===== src/rtl/fifo_wr_arbiter_pkg.sv =====
`default_nettype none
// ----------------------------------------------------------------------------
// fifo_wr_arbiter_pkg : state encoding and helpers for the FIFO write arbiter
// Rev 1.0
// ----------------------------------------------------------------------------
package fifo_wr_arbiter_pkg;

    typedef enum logic [0:0] {
        IDLE  = 1'b0,
        GRANT = 1'b1
    } state_t;

    localparam int BEAT_CNT_W = 8;

    function automatic int clog2(input int value);
        int r;
        int v;
        r = 0;
        v = value - 1;
        while (v > 0) begin
            r = r + 1;
            v = v >> 1;
        end
        return r;
    endfunction

endpackage : fifo_wr_arbiter_pkg
`default_nettype wire


===== src/rtl/fifo_wr_arbiter_rr_priority_picker.sv =====
`default_nettype none
// ----------------------------------------------------------------------------
// rr_priority_picker : first set request at or above rr_ptr, wrapping upward
// Rev 1.0
// ----------------------------------------------------------------------------
module rr_priority_picker #(
    parameter int NUM_REQ = 4,
    parameter int PTR_W   = 2
) (
    input  logic [NUM_REQ-1:0] req,
    input  logic [PTR_W-1:0]   rr_ptr,
    output logic [PTR_W-1:0]   winner,
    output logic               any_req
);

    localparam logic [PTR_W:0] c_num_req = (PTR_W+1)'(NUM_REQ);

    logic [2*NUM_REQ-1:0] w_req_dbl;
    logic [NUM_REQ-1:0]   w_rot;
    logic [PTR_W-1:0]     w_rot_idx;
    logic [PTR_W:0]       w_sum;

    assign w_req_dbl = {req, req};
    assign any_req   = |req;

    // Rotating through a doubled vector keeps the wrap free of modulo logic.
    generate
        for (genvar gi = 0; gi < NUM_REQ; gi++) begin : g_rot
            assign w_rot[gi] = w_req_dbl[gi + int'(rr_ptr)];
        end
    endgenerate

    always_comb begin
        w_rot_idx = '0;
        for (int i = NUM_REQ - 1; i >= 0; i--) begin
            if (w_rot[i]) begin
                w_rot_idx = PTR_W'(i);
            end
        end
    end

    assign w_sum  = {1'b0, w_rot_idx} + {1'b0, rr_ptr};
    assign winner = (w_sum >= c_num_req) ? PTR_W'(w_sum - c_num_req) : w_sum[PTR_W-1:0];

endmodule : rr_priority_picker
`default_nettype wire


===== src/rtl/fifo_wr_arbiter.sv =====
`default_nettype none
// ----------------------------------------------------------------------------
// fifo_wr_arbiter : round-robin burst arbiter for the async FIFO write port
// Rev 1.0
// ----------------------------------------------------------------------------
module fifo_wr_arbiter
    import fifo_wr_arbiter_pkg::*;
#(
    parameter int NUM_REQ    = 4,
    parameter int DATA_WIDTH = 8,
    parameter int MAX_BURST  = 8
) (
    input  logic                          clk,
    input  logic                          rst,
    input  logic [NUM_REQ-1:0]            req,
    input  logic [NUM_REQ*DATA_WIDTH-1:0] data_in,
    input  logic [NUM_REQ-1:0]            last,
    input  logic                          w_full,
    output logic [NUM_REQ-1:0]            gnt,
    output logic                          w_en,
    output logic [DATA_WIDTH-1:0]         w_data,
    output logic                          busy
);

    localparam int                    PTR_W       = clog2(NUM_REQ);
    localparam logic [BEAT_CNT_W-1:0] c_beat_last = BEAT_CNT_W'(MAX_BURST - 1);
    localparam logic [PTR_W-1:0]      c_idx_last  = PTR_W'(NUM_REQ - 1);

    state_t                  state_q;
    logic [NUM_REQ-1:0]      gnt_q;
    logic [PTR_W-1:0]        rr_ptr_q;
    logic [PTR_W-1:0]        rr_ptr_d;
    logic [PTR_W-1:0]        gidx_q;
    logic [BEAT_CNT_W-1:0]   beat_cnt_q;
    logic [BEAT_CNT_W-1:0]   beat_cnt_d;

    logic [PTR_W-1:0]        w_winner;
    logic                    w_any_req;
    logic                    w_granted;
    logic                    w_req_g;
    logic                    w_last_g;
    logic                    w_accept;
    logic                    w_burst_end;
    logic                    w_release;

    rr_priority_picker #(
        .NUM_REQ (NUM_REQ),
        .PTR_W   (PTR_W)
    ) u_picker (
        .req     (req),
        .rr_ptr  (rr_ptr_q),
        .winner  (w_winner),
        .any_req (w_any_req)
    );

    assign w_granted   = (state_q == GRANT);
    assign w_req_g     = req[gidx_q];
    assign w_last_g    = last[gidx_q];
    assign w_accept    = w_granted & w_req_g & ~w_full;
    assign w_burst_end = w_accept & (w_last_g | (beat_cnt_q == c_beat_last));
    // A dropped request releases even while the FIFO is full.
    assign w_release   = w_granted & (w_burst_end | ~w_req_g);

    assign rr_ptr_d   = (gidx_q == c_idx_last) ? '0 : gidx_q + 1'b1;
    assign beat_cnt_d = w_accept ? beat_cnt_q + 1'b1 : beat_cnt_q;

    always_ff @(posedge clk or posedge rst) begin
        if (rst) begin
            state_q    <= IDLE;
            gnt_q      <= '0;
            rr_ptr_q   <= '0;
            gidx_q     <= '0;
            beat_cnt_q <= '0;
        end else if (state_q == IDLE) begin
            if (w_any_req) begin
                state_q    <= GRANT;
                gnt_q      <= NUM_REQ'(1) << w_winner;
                gidx_q     <= w_winner;
                beat_cnt_q <= '0;
            end
        end else begin
            beat_cnt_q <= beat_cnt_d;
            if (w_release) begin
                state_q  <= IDLE;
                gnt_q    <= '0;
                rr_ptr_q <= rr_ptr_d;
            end
        end
    end

    assign gnt    = gnt_q;
    assign busy   = w_granted;
    assign w_en   = w_accept;
    assign w_data = w_granted ? data_in[int'(gidx_q)*DATA_WIDTH +: DATA_WIDTH] : '0;

endmodule : fifo_wr_arbiter
`default_nettype wire


===== config.mk =====
export PLATFORM = sky130hd
export DESIGN_NAME = fifo_wr_arbiter
export DESIGN_NICKNAME = d
export VERILOG_FILES = /design/src/rtl/fifo_wr_arbiter_pkg.sv /design/src/rtl/fifo_wr_arbiter_rr_priority_picker.sv /design/src/rtl/fifo_wr_arbiter.sv
export SDC_FILE = /design/constraint.sdc
export NUM_CORES = 1
export LEC_CHECK = 0
export CORE_MARGIN = 2
export CORE_UTILIZATION = 44
export CTS_CLUSTER_DIAMETER = 120
export DETAILED_ROUTE_END_ITERATION = 8
export PLACE_DENSITY = 0.95
export SYNTH_ARGS = -nofsm -noshare
export SYNTH_HDL_FRONTEND = slang
export SYNTH_SLANG_ARGS = --single-unit

===== constraint.sdc =====
create_clock -name clk -period 6.9 [get_ports clk]
set_clock_uncertainty 0.1 [all_clocks]
set_input_delay 1.035 -clock clk [delete_from_list [all_inputs] [get_ports clk]]
set_output_delay 1.035 -clock clk [all_outputs]
set_load 0.02 [all_outputs]

## Word-level counts from Yosys, hierarchy flattened

Cells that the tools add are included.

| operators by class | value |
|---|---|
| $add $sub $neg | 7 |
| multipliers | 0 |
| divide/modulo/power cells | 0 |
| $lt $le $gt $ge | 6 |
| eq/ne operators | 4 |
| shift-type cells | 2 |
| mux-type cells | 31 |
| bitwise operators | 9 |
| reduce and logical (&&, ||, !) cells | 6 |

Operator list:

| operator | number |
|---|---|
| 32-bit by 5-bit < comparator with 1-bit output (second input constant) | 3 |
| 8-bit 2-to-1 mux | 4 |
| 32-bit by 6-bit indexed part select with 8-bit output | 1 |
| 1-bit 2-to-1 mux | 12 |
| 2-bit 2-to-1 mux | 6 |
| 4-bit 2-to-1 mux | 3 |
| 1-bit binary-select mux with 3-bit select | 3 |
| 8-bit by 1-bit adder with 8-bit output (second input constant) | 1 |
| 8-bit by 3-bit == test with 1-bit output (second input constant) | 1 |
| 2-bit AND reduction | 4 |
| 2-bit by 2-bit adder with 3-bit output (first input constant) | 2 |
| 1-bit binary-select mux with 2-bit select | 3 |
| 1-bit bitwise AND | 4 |
| 2-bit by 4-bit < comparator with 1-bit output (second input constant) | 1 |
| 2-bit by 1-bit inequality test with 1-bit output (second input constant) | 2 |
| 4-bit OR reduction | 1 |
| 1-bit by 2-bit left shift with 4-bit output (first input constant) | 1 |
| 1-bit by 2-bit adder with 3-bit output (first input constant) | 1 |
| 2-bit by 2-bit adder with 3-bit output | 1 |
| 3-bit greater-or-equal comparator (second input constant) | 1 |
| 2-bit by 3-bit < comparator with 1-bit output (second input constant) | 1 |
| 1-bit inverter | 3 |
| 2-bit by 1-bit adder with 2-bit output (second input constant) | 1 |
| 2-bit == test (second input constant) | 1 |
| 3 further kinds | 4 |

| storage, ports and cells | value |
|---|---|
| register bits after elaboration | 17 |
| bits in latches | 0 |
| RAM bits | 0 |
| ROM bits | 0 |
| bits of input ports | 43 |
| output and inout bits | 14 |
| logic and storage cells | 70 |
| memories | 0 |

## Logic depth before layout (Yosys ltp)

Gate-level depths: netlist (run 1).

| depth | value |
|---|---|
| depth in word-level cells | 14 |
| mapped depth | 8 |
| depth with buffers taken out | 8 |

## Hierarchy

Synthesis (run 1) repeated with hierarchy kept, for this count alone.

| unflattened totals | value |
|---|---|
| cells, all modules | 144 |
| area, all modules | 1,465.2 um2 |

By module, submodules not included:

| module | instances | cells an instance | area an instance (um2) | seq. area each (um2) |
|---|---|---|---|---|
| fifo_wr_arbiter | 1 | 107 | 1,207.4 | 425.4 |
| rr_priority_picker | 1 | 37 | 257.7 | 0.0 |

## Least setup slack after synthesis (run 1)

OpenSTA, ideal clock, no wires.

| timing path | value |
|---|---|
| path kind | input -> output |
| start | input req[1] |
| end | output w_en |
| data arrival time | 1.707 ns |
| data required time | 5.765 ns |
| setup slack | 4.058 ns |
| stages | 2 |
| path buffers | 0 |
| cells stage by stage | mux4_2 > nor3b_4 |

| between the ends | value |
|---|---|
| word-level cells in the longest chain between the ends | 4 |

Ends and longest elaborated chain:

| element | RTL line | source |
|---|---|---|
| from (decl) | fifo_wr_arbiter.sv:15 | `input logic [NUM_REQ-1:0] req,` |
| 1-bit binary-select mux with 2-bit select | fifo_wr_arbiter.sv:57 | `assign w_req_g = req[gidx_q];` |
| 1-bit 2-to-1 mux (implied by the code) | fifo_wr_arbiter.sv:57 |  |
| 1-bit bitwise AND (2 in a row) | fifo_wr_arbiter.sv:59 | `assign w_accept = w_granted & w_req_g & ~w_full;` |
| to (decl) | fifo_wr_arbiter.sv:20 | `output logic w_en,` |

No other way between the ends. The select of a mux whose other input is x is not followed.

## Worst setup path after layout (run 1)

| timing path | value |
|---|---|
| start | input req[0] |
| end | output w_en |

Same word-level chain as after synthesis.

==> impl_results.md, run 1 <==
- Status: finished, final reports clean
- Min Clock Period, post-route: 4.16 ns
- Register area: 425 um^2
- DP HPWL: 2.50 mm
- Die Wd: 57.0 um
- Final Cycle Share: 0.603
- ANT nets after route: 0
- TritonCTS clock tree: yes
- Main synth FF type: dfrtp_1
- Reg2reg path depth: 8
- Max-Cap Viols: 0
- Slew HR: 0.556
- Mapped Area: 0.00124 mm^2
- HP Class: reg2reg
- GR Util All Layers: 0.204
- Sequential-to-total area share from yosys stat: 0.344
- Slack of the worst reg-to-reg path: 4.36 ns
- Sinks on the clock net: 17
- Chip height: 57.0 um
- Achievable Freq: 241 MHz
- Hold Path End: beat_cnt_q[0]
- Cell variety after synth: 29
- Post-Synthesis Cells: 109
- Fin. Hold Viols: 0
- FFs w/ async S/R, synth: 1.00
- Share of layout cells above drive strength 1: 0.121
- Iter 0 DRT Violations: 45
- Setup TNS: 0 ns
- H-tree depth: 1
- CP max FO: 10
- Number of global-route vias before repair: 1090
- DRC: 0
- Hold_buf cts: 0
- Synth-to-Final Area Change: 49.0%
- Layout Cells excl Fill: 196
- Setup crit end kind: output port
- Seq cells post-synth: 17
- RD Place Congestion: 0.861
- CTS Buffer Depth: 2
- Fill count: 195
- Peak supply drop: 0.293 mV
- Total CTS buffers: 3
- Synth warn: 0
- Total number of vias: 1107
- Leakage: 0.744 nW
- Setup-failing EPs final: 0
- Pre-CTS worst setup slack: 2.80 ns
- CTS resizes: 0
- DR WL/cell: 16.1 um
- RSZ-0062 raised after global routing: no
- Largest cells by area after synthesis: dfrtp_1, mux4_2, and2_1
- Final max-slew violation count: 0
- Most area-hungry cell type in the Yosys netlist: dfrtp_1
- Layout Nets: 213
- CP arrival: 3.02 ns
- Placed insts: 192
- PortBufs: 56
- CORE AREA: 0.00271 mm^2
- # IOs: 57
- Gr ovfl total: 0
- Pwr Density: 367 mW/mm^2
- Post-synth EDFFs: 0
- Required @ worst endpoint: 5.76 ns
- Diodes inserted: 0
- Initial antenna violation count: 0
- Post-Syn Nets: 156
- Synth top cells by count: dfrtp_1, mux4_2, nand2_1, nor2_1, and2_1
- WL final: 3.15 mm
- Die area: 0.00325 mm^2
- Cell Rows: 19
- Clock Latency Late Sink: 0.30 ns
- Top-count cell post-synth: dfrtp_1
- Pre-antenna DRT Iters: 4
- Post-synth top area share: 0.344
- Min-Delay Startpoint: beat_cnt_q[0]
- Worst r2r src: rr_ptr_q[0]
- Worst setup margin: 2.74 ns
- Critical path class: in2out
- Worst Hold Depth: 1
- Clk root buf: clkbuf_4
- First-pass GRT wire length: 5.08 mm
- Vias per inst: 5.65
- R2r endpoint: gidx_q[1]
- Reg clk slew, reported paths: 0.09 ns
- Largest net degree at the start of global routing: 18
- CP Launch Type: input pin
- Multi-input combinational cell area: 779 um^2
- Mean Syn Cell Area: 11.3 um^2
- Setup bufs post-CTS: 0
- Initial Utilization: 0.456
- Worst-Margin Slew: 0.666 ns
## cells by family (layout without fill, tap and decap cells)
kind of cell / Yosys count / count (layout) / synth area share
flops: 17 / 17 / 0.344
simple gates: 46 / 46 / 0.196
mux: 17 / 17 / 0.284
fa+ha+maj: 4 / 4 / 0.0405
compound gates: 11 / 11 / 0.0597
xor+xnor: 7 / 7 / 0.0496
buf+inv: 7 / 63 / 0.0253
## sequential cells by signal, summed over array words and instances (netlist names)
name        count
beat_cnt_q      8
rr_ptr_q        2
gnt             4
gidx_q          2
busy            1
## routing by layer
layer | global-route usage | part of all wire | vias up
met5 | 0 | 0 | -
met4 | 0.0731 | 0.013 | 0
met3 | 0.0408 | 0.076 | 3
met2 | 0.338 | 0.47 | 50
met1 | 0.266 | 0.44 | 537
li1 | - | - | 517
## worst max-delay path: stages
cell and delay (ns):
clkdlybuf4s50_1 0.57, mux4_2 0.30, nor3b_4 0.42, clkdlybuf4s50_1 0.69
## placed cells by master (no fill, tap or decap), types with 3 or more instances in the layout
master,Yosys,final
o21ai_0,4,4
inv_1,3,3
and2_1,10,10
nand4_1,5,5
dfrtp_1,17,17
mux4_2,13,13
nand2_1,11,11
xor2_1,5,5
ha_1,4,4
clkdlybuf4s50_1,0,56
nor2_1,11,11
clkbuf_4,1,3
## power by group
part	switching, mW	internal (mW)
sequential	0.0608	0.128
clock	0.0324	0.0226
combinational	0.192	0.240
## layout make-up
class                      count  share of cell area
tap                           31              0.0211
multi-input combinational     85               0.423
clock buffer                   4              0.0143
inverter                       3             0.00611
timing repair buffer          56               0.304
sequential                    17               0.231
## through the flow
step	utilization	area (um^2)	hold WS [ns]	power (mW)
floorplan	-	1240	0.370	0.475
global placement	0.670	1820	0.385	0.605
detailed placement	0.670	1820	0.417	0.624
CTS	0.680	1840	0.439	0.683
global route	0.680	1840	0.464	0.724
finish	0.680	1840	0.427	0.675
## how the worst max path moves through the flow
stage          startpoint   end  slack, ns  depth (start not counted)
2_1_floorplan      req[1]  w_en       4.06                          2
3_3_place_gp       req[2]  w_en       2.82                          4
3_5_place_dp       req[0]  w_en       2.80                          4
4_1_cts            req[0]  w_en       2.77                          4
5_1_grt            req[0]  w_en       2.66                          4
6_report           req[0]  w_en       2.74                          4
Power figures use the tool's default switching activity.
==> inputs of run 2 (changes only) <==
--- a/config.mk
+++ b/config.mk
@@ -6,10 +6,10 @@
 export NUM_CORES = 1
 export LEC_CHECK = 0
 export CORE_MARGIN = 2
-export CORE_UTILIZATION = 44
+export CORE_UTILIZATION = 37
 export CTS_CLUSTER_DIAMETER = 120
 export DETAILED_ROUTE_END_ITERATION = 8
-export PLACE_DENSITY = 0.95
+export PLACE_DENSITY = 0.87
 export SYNTH_ARGS = -nofsm -noshare
 export SYNTH_HDL_FRONTEND = slang
 export SYNTH_SLANG_ARGS = --single-unit
==> constraint.sdc (replaced) <==
create_clock -name clk -period 3.7 [get_ports clk]
set_clock_uncertainty 0.1 [all_clocks]
set_input_delay 0.555 -clock clk [delete_from_list [all_inputs] [get_ports clk]]
set_output_delay 0.555 -clock clk [all_outputs]
set_load 0.02 [all_outputs]
==> run 2 against run 1 <==
Worst hold slack got worse by 0.033 ns. Via count rose by 2.3%. Flip-flop and latch count did not move. Die area rose by 18%. Clock-buffer cell count fell by 1. Clock power rose by 84%. Largest power group unchanged. Combinational power rose by 91%. Setup slack got worse by 2.2 ns. Non-clock buffer count rose by 1. Critical path type unchanged. Cell count rose by 7.1%. Sequential power rose by 71%. Total power rose by 85%.
==> impl_results.md, run 2 (synthesized netlist as in run 1, its figures left out) <==
- Final max-slew violation count: 0 (unchanged)
- Cell family with most CP delay: buffers and inverters (unchanged)
- Layout Cells excl Fill: 210 (was 196)
- RSZ-0062 raised after global routing: no (unchanged)
- Final non-filler cell area: 0.00187 mm^2 (was 0.00184 mm^2)
- Total CTS buffers: 3 (unchanged)
- Fin. Hold Viols: 0 (unchanged)
- CTS Buffer Depth: 2 (unchanged)
- Most frequent cells in the layout: clkdlybuf4s50_1, dfrtp_1, mux4_2 (unchanged)
- Die area: 0.00382 mm^2 (was 0.00325 mm^2)
- Max-Cap Viols: 0 (unchanged)
- Leakage: 0.751 nW (was 0.744 nW)
- Placed Area: 0.00184 mm^2 (was 0.00182 mm^2)
- DP HPWL: 2.57 mm (was 2.50 mm)
- Most used cell, CP: clkdlybuf4s50_1 (unchanged)
- Placed insts: 206 (was 192)
- Hold_buf cts: 0 (unchanged)
- Fill count: 249 (was 195)
- Critical path class: in2out (unchanged)
- Min Clock Period, post-route: 3.13 ns
- Setup TNS: 0 ns (unchanged)
- Chip height: 61.8 um (was 57.0 um)
- Worst-Margin Slew: 0.614 ns (was 0.666 ns)
- Clock Latency Late Sink: 0.30 ns (about the same)
- Multi-input combinational cell area: 779 um^2 (unchanged)
- Cell Rows: 20 (was 19)
- Layout Nets: 214 (was 213)
- Final Cycle Share: 0.845
- Gr ovfl total: 0 (unchanged)
- # IOs: 57 (unchanged)
- Pre-antenna DRT Iters: 6 (was 4)
- Max FFs per register: 8 (unchanged)
- Worst setup margin: 0.574 ns (was 2.74 ns)
- HP Class: reg2reg (unchanged)
- Reg clk slew, reported paths: 0.10 ns (was 0.09 ns)
- Initial antenna violation count: 0 (unchanged)
- Most flops, register: beat_cnt_q (unchanged)
- Die Wd: 61.8 um (was 57.0 um)
- Most common cell after layout, fill and taps aside: clkdlybuf4s50_1 (unchanged)
- Total Power: 1.25 mW (was 675 uW)
- Total number of vias: 1132 (was 1107)
- Worst path bufs/invs: 2 (unchanged)
- PortBufs: 56 (unchanged)
- ANT nets after route: 0 (unchanged)
- Largest net degree at the start of global routing: 18 (unchanged)
- CP Launch Type: input pin (unchanged)
- Status: finished, final reports clean (unchanged)
- Setup bufs post-CTS: 0 (unchanged)
- CTS resizes: 0 (unchanged)
- Achievable Freq: 320 MHz
- Slowest CP cell: clkdlybuf4s50_1 (unchanged)
- Iter 0 DRT Violations: 24 (was 45)
- DRC: 0 (unchanged)
- Register area: 425 um^2 (unchanged)
- CP cell instances: clkdlybuf4s50_1 > mux4_2 > nor3b_4 > clkdlybuf4s50_1 (unchanged)
- Required @ worst endpoint: 3.04 ns (was 5.76 ns)
- Setup-failing EPs final: 0 (unchanged)
- TritonCTS clock tree: yes (unchanged)
- CP max stage delay: 0.68 ns (was 0.69 ns)
- Pre-CTS worst setup slack: 0.589 ns (was 2.80 ns)
- Diodes inserted: 0 (unchanged)
- H-tree depth: 1 (unchanged)
- CP arrival: 2.47 ns (was 3.02 ns)
- Initial Utilization: 0.395 (was 0.456)
- DR WL/cell: 15.0 um (was 16.1 um)
- First-pass GRT wire length: 4.59 mm (was 5.08 mm)
- Setup crit end kind: output port (unchanged)
- GR Util All Layers: 0.167 (was 0.204)
- Peak supply drop: 0.238 mV (was 0.293 mV)
- Sinks on the clock net: 17 (unchanged)
- Pwr Density: 669 mW/mm^2 (was 367 mW/mm^2)
- CORE AREA: 0.00313 mm^2 (was 0.00271 mm^2)
- Vias per inst: 5.39 (was 5.65)
- Clk root buf: clkbuf_4 (unchanged)
- Share of layout cells above drive strength 1: 0.133 (was 0.121)
- Slew HR: 0.590 (was 0.556)
- RD Place Congestion: 0.800 (was 0.861)
- Synth-to-Final Area Change: 51.0% (was 49.0%)
- Number of global-route vias before repair: 1070 (was 1090)
- CP max FO: 10 (unchanged)
- WL final: 3.16 mm (was 3.15 mm)
## run 2: cell types whose count changed in the layout (fill, tap and decap cells not counted)
cell,before,now
buf_4,0,1
clkinv_2,0,1
clkbuf_1,1,0
## run 2: worst paths after layout
kind | start | to | slack, ns | cells after the start
setup / recovery | req[1] | w_en | 0.57 | 4
hold / removal | gidx_q[0] | gidx_q[0] | 0.39 | 2
setup reg to reg | rr_ptr_q[0] | gnt[3] | 1.26 | 8
hold reg to reg | gidx_q[0] | gidx_q[0] | 0.39 | 2
max in group asynchronous | rst | beat_cnt_q[5] | 2.59 | 2
min in group asynchronous | rst | gidx_q[0] | 0.52 | 2
## run 2: worst reg2reg max path: cells and delay by family (launching register included)
family	cells	cell delay (ns)
adder cells (fa/ha/maj)	2	0.53
AO/OA/AOI/OAI	2	0.31
XOR/XNOR	2	0.53
multiplexers	1	0.30
AND/OR/NAND/NOR	1	0.06
flip-flops	1	0.49
## run 2: layout make-up
type,count,share of cell area
Tap cell,44,0.0295
Clock buffer,3,0.0121
Timing Repair Buffer,57,0.304
Clock inverter,1,0.00268
Inverter,3,0.00603
Sequential cell,17,0.228
Multi-Input combinational cell,85,0.418
## run 2: per-stage QoR
stage	hold WS (ns)	utilization
after floorplan	0.370	-
after global placement	0.362	0.588
after detailed placement	0.368	0.588
after CTS	0.394	0.597
after global routing	0.413	0.597
final	0.393	0.597
## run 2: where the power goes
group	internal (mW)	leakage (nW)	total (mW)	switching, mW
Clock	0.0404	0.0177	0.101	0.0602
Combinational	0.452	0.511	0.825	0.373
Sequential	0.239	0.223	0.324	0.0845
## run 2: per-layer routing
metal | GRT usage | part of all wire
met1 | 0.165 | 0.35
met2 | 0.302 | 0.49
met3 | 0.0600 | 0.14
met4 | 0.0881 | 0.023
met5 | 0 | 0
